<file path="src/rtl/mc_datapath_pkg.sv">
// Shared definitions for the multi-cycle datapath: opcode map, FSM states,
// ALU function codes and opcode classification helpers.
package mc_datapath_pkg;

  localparam int unsigned OP_W    = 6;
  localparam int unsigned INSTR_W = 32;
  localparam int unsigned FN_W    = 3;

  localparam logic [OP_W-1:0] OP_ADD  = 6'h00;
  localparam logic [OP_W-1:0] OP_SUB  = 6'h01;
  localparam logic [OP_W-1:0] OP_AND  = 6'h02;
  localparam logic [OP_W-1:0] OP_NOR  = 6'h03;
  localparam logic [OP_W-1:0] OP_OR   = 6'h04;
  localparam logic [OP_W-1:0] OP_SLT  = 6'h05;
  localparam logic [OP_W-1:0] OP_ADDI = 6'h06;
  localparam logic [OP_W-1:0] OP_SUBI = 6'h07;
  localparam logic [OP_W-1:0] OP_ANDI = 6'h08;
  localparam logic [OP_W-1:0] OP_ORI  = 6'h09;
  localparam logic [OP_W-1:0] OP_SLTI = 6'h0A;
  localparam logic [OP_W-1:0] OP_LW   = 6'h0D;
  localparam logic [OP_W-1:0] OP_LUI  = 6'h0E;
  localparam logic [OP_W-1:0] OP_SW   = 6'h12;
  localparam logic [OP_W-1:0] OP_BEQ  = 6'h13;
  localparam logic [OP_W-1:0] OP_BNEQ = 6'h14;
  localparam logic [OP_W-1:0] OP_BGEZ = 6'h15;
  localparam logic [OP_W-1:0] OP_J    = 6'h16;
  localparam logic [OP_W-1:0] OP_JAL  = 6'h17;
  localparam logic [OP_W-1:0] OP_JR   = 6'h18;

  typedef enum logic [2:0] {
    ST_FETCH, ST_DECODE, ST_EXEC, ST_MEM, ST_WB, ST_TRAP
  } state_e;

  typedef enum logic [FN_W-1:0] {
    FN_ADD, FN_SUB, FN_AND, FN_OR, FN_NOR, FN_SLT, FN_PASS
  } alu_fn_e;

  // Opcodes the core implements; anything else traps.
  function automatic logic op_legal(input logic [OP_W-1:0] op);
    case (op)
      OP_ADD, OP_SUB, OP_AND, OP_NOR, OP_OR, OP_SLT, OP_ADDI, OP_SUBI,
      OP_ANDI, OP_ORI, OP_SLTI, OP_LW, OP_LUI, OP_SW, OP_BEQ, OP_BNEQ,
      OP_BGEZ, OP_J, OP_JAL, OP_JR: op_legal = 1'b1;
      default:                      op_legal = 1'b0;
    endcase
  endfunction

  // Register-register ops write rd; immediate ops write rt.
  function automatic logic op_is_rtype(input logic [OP_W-1:0] op);
    op_is_rtype = (op <= OP_SLT);
  endfunction

endpackage

</file>
<file path="src/rtl/mc_alu.sv">
// Combinational ALU.
//   fn    : ALU function (alu_fn_e encoding)
//   a, b  : operands
//   y_c   : result
//   ovf_c : signed overflow, meaningful for add/sub only
module mc_alu
  import mc_datapath_pkg::*;
#(
  parameter int unsigned XLEN = 32
) (
  input  logic [FN_W-1:0] fn,
  input  logic [XLEN-1:0] a,
  input  logic [XLEN-1:0] b,
  output logic [XLEN-1:0] y_c,
  output logic            ovf_c
);

  localparam int unsigned MSB = XLEN - 1;

  logic [XLEN-1:0] sum_c;
  logic [XLEN-1:0] diff_c;
  logic            lt_c;

  assign sum_c  = a + b;
  assign diff_c = a - b;
  assign lt_c   = $signed(a) < $signed(b);

  // Function select; overflow when the result sign contradicts the operand signs.
  always_comb begin
    y_c   = '0;
    ovf_c = 1'b0;
    case (alu_fn_e'(fn))
      FN_ADD: begin
        y_c   = sum_c;
        ovf_c = (a[MSB] == b[MSB]) && (sum_c[MSB] != a[MSB]);
      end
      FN_SUB: begin
        y_c   = diff_c;
        ovf_c = (a[MSB] != b[MSB]) && (diff_c[MSB] != a[MSB]);
      end
      FN_AND:  y_c = a & b;
      FN_OR:   y_c = a | b;
      FN_NOR:  y_c = ~(a | b);
      FN_SLT:  y_c = XLEN'(lt_c);
      default: y_c = b;
    endcase
  end

endmodule

</file>
<file path="src/rtl/multicycle_datapath.sv">
// Multi-cycle datapath: FETCH/DECODE/EXEC/MEM/WB FSM with internal register
// file, instruction- and data-memory request/ack handshakes and a sticky trap.
//   imem_req/addr/rdata/ack : instruction fetch handshake (addr = pc)
//   dmem_req/we/addr/wdata/rdata/ack : load/store handshake
//   result   : last value written to the register file
//   pc       : program counter
//   overflow : signed overflow of the last retired add/sub/addi/subi
//   retire   : one-cycle pulse per completed instruction
//   trap     : sticky halt on illegal opcode or misaligned access
module multicycle_datapath
  import mc_datapath_pkg::*;
#(
  parameter int unsigned XLEN  = 32,
  parameter int unsigned NREGS = 32,
  parameter int unsigned PC_W  = 8
) (
  input  logic               clk,
  input  logic               rst_n,
  output logic               imem_req,
  output logic [PC_W-1:0]    imem_addr,
  input  logic [INSTR_W-1:0] imem_rdata,
  input  logic               imem_ack,
  output logic               dmem_req,
  output logic               dmem_we,
  output logic [PC_W-1:0]    dmem_addr,
  output logic [XLEN-1:0]    dmem_wdata,
  input  logic [XLEN-1:0]    dmem_rdata,
  input  logic               dmem_ack,
  output logic [XLEN-1:0]    result,
  output logic [PC_W-1:0]    pc,
  output logic               overflow,
  output logic               retire,
  output logic               trap
);

  localparam int unsigned RIDX_W = (NREGS > 1) ? $clog2(NREGS) : 1;

  state_e               state_q, state_d;
  logic [INSTR_W-1:0]   instr_q, instr_d;
  logic [XLEN-1:0]      a_q, a_d, b_q, b_d, ex_q, ex_d;
  logic                 ovf_ex_q, ovf_ex_d;
  logic [XLEN-1:0]      rf [NREGS];

  logic                 imem_req_d, dmem_req_d, dmem_we_d;
  logic [PC_W-1:0]      pc_d, dmem_addr_d;
  logic [XLEN-1:0]      dmem_wdata_d, result_d;
  logic                 overflow_d, retire_d, trap_d;

  logic                 rf_we_c;
  logic [RIDX_W-1:0]    rf_waddr_c;
  logic [XLEN-1:0]      rf_wdata_c;

  // Instruction fields.
  logic [OP_W-1:0]      op_c;
  logic [RIDX_W-1:0]    rs_c, rt_c, rd_c, dest_c;
  logic [15:0]          imm_c;
  logic [XLEN-1:0]      simm_c, zimm_c, lui_c;
  logic [31:0]          simm32_c, pc32_c, jtgt32_c;
  logic [PC_W-1:0]      br_tgt_c, j_tgt_c;
  logic                 is_arith_c, br_taken_c;

  alu_fn_e              alu_fn_c;
  logic [XLEN-1:0]      alu_b_c, alu_y_c;
  logic                 alu_ovf_c;

  assign op_c     = instr_q[31:26];
  assign rs_c     = instr_q[21 +: RIDX_W];
  assign rt_c     = instr_q[16 +: RIDX_W];
  assign rd_c     = instr_q[11 +: RIDX_W];
  assign imm_c    = instr_q[15:0];
  assign simm_c   = XLEN'($signed(imm_c));
  assign zimm_c   = XLEN'(imm_c);
  assign lui_c    = XLEN'({imm_c, 16'h0000});
  assign simm32_c = 32'($signed(imm_c));
  assign pc32_c   = 32'(pc);
  assign imem_addr = pc;

  // pc already holds pc+4 of the executing instruction.
  assign br_tgt_c = pc + PC_W'(simm32_c << 2);
  assign jtgt32_c = (pc32_c & 32'hF000_0000) | {4'h0, instr_q[25:0], 2'b00};
  assign j_tgt_c  = PC_W'(jtgt32_c);

  assign is_arith_c = (op_c == OP_ADD) || (op_c == OP_SUB) ||
                      (op_c == OP_ADDI) || (op_c == OP_SUBI);
  assign dest_c = (op_c == OP_JAL)   ? RIDX_W'(NREGS - 1) :
                  op_is_rtype(op_c)  ? rd_c : rt_c;

  always_comb begin
    case (op_c)
      OP_BEQ:  br_taken_c = (a_q == b_q);
      OP_BNEQ: br_taken_c = (a_q != b_q);
      OP_BGEZ: br_taken_c = !a_q[XLEN-1];
      default: br_taken_c = 1'b0;
    endcase
  end

  // ALU function and second operand per opcode.
  always_comb begin
    alu_fn_c = FN_PASS;
    alu_b_c  = b_q;
    case (op_c)
      OP_ADD:         alu_fn_c = FN_ADD;
      OP_SUB:         alu_fn_c = FN_SUB;
      OP_AND:         alu_fn_c = FN_AND;
      OP_NOR:         alu_fn_c = FN_NOR;
      OP_OR:          alu_fn_c = FN_OR;
      OP_SLT:         alu_fn_c = FN_SLT;
      OP_ADDI, OP_LW,
      OP_SW:          begin alu_fn_c = FN_ADD; alu_b_c = simm_c; end
      OP_SUBI:        begin alu_fn_c = FN_SUB; alu_b_c = simm_c; end
      OP_ANDI:        begin alu_fn_c = FN_AND; alu_b_c = zimm_c; end
      OP_ORI:         begin alu_fn_c = FN_OR;  alu_b_c = zimm_c; end
      OP_SLTI:        begin alu_fn_c = FN_SLT; alu_b_c = simm_c; end
      OP_LUI:         alu_b_c = lui_c;
      default:        ;
    endcase
  end

  mc_alu #(.XLEN(XLEN)) u_alu (
    .fn    (alu_fn_c),
    .a     (a_q),
    .b     (alu_b_c),
    .y_c   (alu_y_c),
    .ovf_c (alu_ovf_c)
  );

  // Next state and next registered outputs.
  always_comb begin
    state_d      = state_q;
    instr_d      = instr_q;
    a_d          = a_q;
    b_d          = b_q;
    ex_d         = ex_q;
    ovf_ex_d     = ovf_ex_q;
    pc_d         = pc;
    imem_req_d   = imem_req;
    dmem_req_d   = dmem_req;
    dmem_we_d    = dmem_we;
    dmem_addr_d  = dmem_addr;
    dmem_wdata_d = dmem_wdata;
    result_d     = result;
    overflow_d   = overflow;
    retire_d     = 1'b0;
    trap_d       = trap;
    rf_we_c      = 1'b0;
    rf_waddr_c   = '0;
    rf_wdata_c   = '0;

    case (state_q)
      ST_FETCH: begin
        // Request is raised on entry; after reset it starts one cycle late.
        if (!imem_req) begin
          imem_req_d = 1'b1;
        end else if (imem_ack) begin
          instr_d    = imem_rdata;
          pc_d       = pc + PC_W'(4);
          imem_req_d = 1'b0;
          state_d    = ST_DECODE;
        end
      end
      ST_DECODE: begin
        if (!op_legal(op_c)) begin
          trap_d  = 1'b1;
          state_d = ST_TRAP;
        end else begin
          a_d     = rf[rs_c];
          b_d     = rf[rt_c];
          state_d = ST_EXEC;
        end
      end
      ST_EXEC: begin
        case (op_c)
          OP_LW, OP_SW: begin
            if (alu_y_c[1:0] != 2'b00) begin
              trap_d  = 1'b1;
              state_d = ST_TRAP;
            end else begin
              dmem_req_d   = 1'b1;
              dmem_we_d    = (op_c == OP_SW);
              dmem_addr_d  = PC_W'(alu_y_c);
              dmem_wdata_d = b_q;
              state_d      = ST_MEM;
            end
          end
          OP_BEQ, OP_BNEQ, OP_BGEZ, OP_J, OP_JR: begin
            if (op_c == OP_J)       pc_d = j_tgt_c;
            else if (op_c == OP_JR) pc_d = PC_W'(a_q);
            else if (br_taken_c)    pc_d = br_tgt_c;
            retire_d   = 1'b1;
            overflow_d = 1'b0;
            imem_req_d = 1'b1;
            state_d    = ST_FETCH;
          end
          OP_JAL: begin
            ex_d     = XLEN'(pc);
            ovf_ex_d = 1'b0;
            pc_d     = j_tgt_c;
            state_d  = ST_WB;
          end
          default: begin
            ex_d     = alu_y_c;
            ovf_ex_d = is_arith_c && alu_ovf_c;
            state_d  = ST_WB;
          end
        endcase
      end
      ST_MEM: begin
        if (dmem_ack) begin
          dmem_req_d = 1'b0;
          dmem_we_d  = 1'b0;
          if (dmem_we) begin
            retire_d   = 1'b1;
            overflow_d = 1'b0;
            imem_req_d = 1'b1;
            state_d    = ST_FETCH;
          end else begin
            ex_d     = dmem_rdata;
            ovf_ex_d = 1'b0;
            state_d  = ST_WB;
          end
        end
      end
      ST_WB: begin
        // r0 stays zero; result still reports the discarded value.
        rf_we_c    = (dest_c != '0);
        rf_waddr_c = dest_c;
        rf_wdata_c = ex_q;
        result_d   = ex_q;
        overflow_d = ovf_ex_q;
        retire_d   = 1'b1;
        imem_req_d = 1'b1;
        state_d    = ST_FETCH;
      end
      default: begin
        imem_req_d = 1'b0;
        dmem_req_d = 1'b0;
        state_d    = ST_TRAP;
      end
    endcase
  end

  // State, outputs and register file.
  always_ff @(posedge clk or negedge rst_n) begin
    if (!rst_n) begin
      state_q    <= ST_FETCH;
      instr_q    <= '0;
      a_q        <= '0;
      b_q        <= '0;
      ex_q       <= '0;
      ovf_ex_q   <= 1'b0;
      pc         <= '0;
      imem_req   <= 1'b0;
      dmem_req   <= 1'b0;
      dmem_we    <= 1'b0;
      dmem_addr  <= '0;
      dmem_wdata <= '0;
      result     <= '0;
      overflow   <= 1'b0;
      retire     <= 1'b0;
      trap       <= 1'b0;
      for (int i = 0; i < int'(NREGS); i++) rf[i] <= '0;
    end else begin
      state_q    <= state_d;
      instr_q    <= instr_d;
      a_q        <= a_d;
      b_q        <= b_d;
      ex_q       <= ex_d;
      ovf_ex_q   <= ovf_ex_d;
      pc         <= pc_d;
      imem_req   <= imem_req_d;
      dmem_req   <= dmem_req_d;
      dmem_we    <= dmem_we_d;
      dmem_addr  <= dmem_addr_d;
      dmem_wdata <= dmem_wdata_d;
      result     <= result_d;
      overflow   <= overflow_d;
      retire     <= retire_d;
      trap       <= trap_d;
      if (rf_we_c) rf[rf_waddr_c] <= rf_wdata_c;
    end
  end

endmodule

</file>
<file path="config.mk">
export PLATFORM = sky130hd
export DESIGN_NAME = multicycle_datapath
export DESIGN_NICKNAME = d
export VERILOG_FILES = /design/src/rtl/mc_datapath_pkg.sv /design/src/rtl/mc_alu.sv /design/src/rtl/multicycle_datapath.sv
export SDC_FILE = /design/constraint.sdc
export NUM_CORES = 2
export LEC_CHECK = 0
export ABC_AREA = 1
export CAP_MARGIN = 20
export CORE_MARGIN = 5
export CORE_UTILIZATION = 46
export DETAILED_ROUTE_END_ITERATION = 10
export MAX_ROUTING_LAYER = met4
export PLACE_DENSITY = 0.68
export SLEW_MARGIN = 10
export SYNTH_ARGS = -nofsm -noshare
export SYNTH_HDL_FRONTEND = slang
export SYNTH_HIERARCHICAL = 1
export SYNTH_SLANG_ARGS = --single-unit
export TNS_END_PERCENT = 5
</file>
<file path="constraint.sdc">
create_clock -name clk -period 6.2 [get_ports clk]
set_clock_uncertainty 0.05 [all_clocks]
set_input_delay 1.86 -clock clk [delete_from_list [all_inputs] [get_ports clk]]
set_output_delay 1.86 -clock clk [all_outputs]
set_load 0.02 [all_outputs]
</file>
==> impl_summary.txt <==
----------------------------------------------------
[Pwr]
  Peak ir drop on the vdd network ... 0.000380 V
  Leakage power summed over all cells ... 0.0349 uW
  Power Density ... 546 nW/um2

[Synth]
  Post-Syn Instances ... 9,625
  Fraction of the yosys area taken by sequential cells ... 0.438
  Synthesized Nets ... 9,809
  Cells taking the most area after synthesis ... dfrtp_1 (44%), o21ai_0 (15%), nand2_1 (10%)
  Post-synth design cell area ... 71,000 um2
  Top cell type's share of synthesized area ... 0.438
  Number of flops mapped to enable cells by yosys ... 0
  Number of library cell types mapped by synthesis ... 54
  Share of async-settable or async-resettable flops after synthesis ... 1.00
  Cell taking the most area after synthesis ... dfrtp_1
  Flip-flop and latch count after synthesis ... 1,242
  Primary flip-flop cell chosen by synthesis mapping ... dfrtp_1
  Mapped Avg Cell Area ... 7.37 um2
  Synthesis warning total ... 6

[Drt]
  Iteration count of the initial detailed-routing pass ... 8
  Count of unresolved DRC violations after routing ... 0
  Number of DRC violations after detailed-routing iteration 0 ... 11,500
  Average routed wire per standard cell ... 27.1 um
  Final wirelength ... 309,000 um
  Via count ... 73,100
  Average vias per placed instance ... 6.42
  Remaining number of nets flagged by the antenna check after routing ... 0

[Clock tree]
  Max Root-Sink Buffers ... 3
  Setup fix buffers added after clock tree synthesis ... 0
  Clk sink count ... 1,242
  CTS H-tree depth ... 4
  Post-CTS Resized ... 0
  Clock root cell ... clkbuf_16
  Clock insertion delay at the later pin of the skew report ... 0.79 ns
  CTS Hold Buffers Added ... 0
  CTS tree ... built
  Clock Pin Slew Worst Setup and Hold Paths ... 0.06 ns
  TritonCTS buffer count ... 140

[Timing]
  Slew headroom ... 0.198
  RSZ-0062 raised after global routing ... false
  Final-report max-slew violation count ... 0
  Final period utilization ... 0.876
  Count of final hold-check violations ... 0
  Minimum period implied by the final worst setup slack ... 5.43 ns
  Setup violation total in the final timing report ... 0
  Peak clock frequency supported by timing ... 184 MHz
  Slew of the pin with the lowest slew margin ... 1.20 ns
  Final TNS setup ... 0 ns

[Floorplanning]
  Number of I/O pins ... 162
  Die X-Extent ... 403 um
  DIE AREA ... 162,000 um2
  Initial core utilization ... 0.462
  Cell Rows ... 144
  Die extent in y ... 403 um
  Placeable core region ... 154,000 um2

[Global routing]
  First-pass GRT wire length ... 451,000 um
  Largest net degree at the start of global routing ... 175
  Total congestion overflow after global routing ... 0
  Met1 track demand over resource in global routing ... 0.500
  Initial antenna violation count ... 5
  Overall Global Routing Usage ... 0.377
  Via count of the first global-routing pass ... 67,700
  Most used routing layer ... met2
  Met2 GRT Util ... 0.525
  Routing usage on met3 ... 0.0913

[Setup path]
  Worst r2r src ... instr_q[26]
  Sort of element at the end of the critical path ... flop
  Worst Setup Path Type ... reg -> reg
  R2r worst-path depth ... 25
  Worst flop-to-flop path endpoint ... dmem_wdata[26]
  Number of buffer and inverter stages on the critical path ... 5
  Worst path top cell family by delay ... simple AND/OR/NAND/NOR gates
  Kind of start point of the critical path ... flop
  Peak per-stage delay on the critical path ... 0.65 ns
  Reg2reg setup slack ... 0.77 ns
  Cell occurring most often along the worst timing path ... nand2_1
  Slowest library cell on the worst path ... nand2_1
  Arrival time at the worst endpoint ... 6.04 ns
  CP max FO ... 23
  Required @ worst endpoint ... 6.80 ns

[Layout]
  # nets final ... 9,407
  Layout Area Growth over Synthesis ... 10.2%
  Post-route cell area ... 78,200 um2
  Layout cell share with drive strength beyond 1 ... 0.0527

[Place]
  RePlAce Congestion ... 1.05
  IO Port Bufs ... 161
  Hpwl dp ... 184,000 um
  Total placed instance area ... 73,400 um2

[Hold path]
  Endpoint, Worst Hold ... rf[1010]
  Startpoint of the worst hold path ... rf[1010]
  Class of the worst hold path ... reg -> reg
  Min-Delay Path Depth ... 0

[Status]
  Status ... complete, no violations

[Flow run]
  Max Cap Violations ... 0

----------------------------------------------------
synth_stat cells (all sizes together) (2+ instances only):
| master | count |
|---|---|
| dfrtp | 1242 |
| buf | 134 |
| o221ai | 254 |
| o2111ai | 5 |
| nand2 | 2000 |
| a21o | 2 |
| mux2 | 2 |
| nor3b | 2 |
| nand3 | 346 |
| ha | 113 |
| nand4 | 43 |
| clkbuf | 702 |
| o21bai | 5 |
| o22ai | 262 |
| nor3 | 23 |
| clkinv | 4 |
| xor2 | 9 |
| inv | 550 |
| o211ai | 257 |
| xnor2 | 16 |
| fa | 3 |
| o21ai | 2181 |
| and2 | 3 |
| a21oi | 190 |
| nand3b | 3 |
| nor4 | 3 |
| a31oi | 35 |
| nor2 | 1230 |
sequential cells by signal, indices dropped and copies added (netlist names):
name and count:
b_q 32, trap 1, result 32, instr_q 32, dmem_we 1, retire 1, dmem_addr 8, dmem_req 1
dmem_wdata 32, rf 1024, ex_q 32, state_q 3, ovf_ex_q 1, imem_req 1, overflow 1, a_q 32
imem_addr 8
stage by stage:
stage,utilization,worst slack [ns],std cells,hold WS (ns),total power (uW)
2_1_floorplan,-,1.77,9625,0.390,25300
3_3_place_gp,0.478,1.12,11100,0.325,32800
3_5_place_dp,0.478,0.978,11100,0.332,33100
4_1_cts,0.509,0.936,11400,0.345,41800
5_1_grt,0.509,0.385,11400,0.353,44800
6_report,0.509,0.768,11400,0.343,42700
how the worst max path moves through the flow:
stage                           start        endpoint  slack [ns]  depth (start not counted)
after CTS                 instr_q[26]  dmem_wdata[26]        0.94                         25
final                     instr_q[26]  dmem_wdata[26]        0.77                         25
after global placement    instr_q[26]  dmem_wdata[23]        1.12                         25
after floorplan           instr_q[26]   dmem_wdata[0]        1.77                         27
after detailed placement  instr_q[26]  dmem_wdata[26]        0.98                         25
after global routing      instr_q[26]  dmem_wdata[22]        0.39                         25
logic make-up (layout without fill, tap and decap cells):
kind of cell               Yosys count  in the layout  share of synthesized area
buffers and inverters             1390           1100                     0.0772
AOI/OAI and AO/OA                 3196           3196                      0.255
adders and majority gates          116            116                     0.0208
other                                0              4                          0
and+or+nand+nor                   3654           3654                      0.206
xor gates and xnor gates            25             25                    0.00309
DFF                               1242           1242                      0.438
muxes                                2              2                   0.000317
cell usage in the layout (no fill, tap or decap), types with 106 or more instances in the layout:
master           Yosys  layout
o21ai_1            106     106
inv_1              536     528
a21oi_1            185     185
nand3_1            340     340
nor2_1            1203    1201
clkbuf_16            0     144
clkdlybuf4s50_1      0     160
o21ai_0           2072    2072
o211ai_1           257     257
o221ai_1           254     254
dfrtp_1           1242    1232
nand2_1           1961    1949
ha_1               113     113
o22ai_1            262     262
layer usage:
metal	vias up	part of all wire
li1	31800	-
met1	34900	0.39
met2	5258	0.42
met3	1080	0.12
met4	0	0.068
met5	-	0
power breakdown:
part	switching [uW]	total [uW]	internal, uW
combinational	15800	22100	6230
sequential	2010	11900	9900
clock	3650	8690	5040
layout make-up:
| class | count | area, um2 |
|---|---|---|
| inverter | 554 | 2110 |
| clock buffer | 215 | 4280 |
| fill | 14700 | 75500 |
| timing repair buffer | 292 | 3010 |
| multi-input combinational | 6993 | 34600 |
| sequential | 1242 | 31100 |
| clock inverter | 39 | 482 |
| antenna | 4 | 10.0 |
| tap | 2044 | 2560 |
Note: power is estimated with default switching activity, not from simulation.
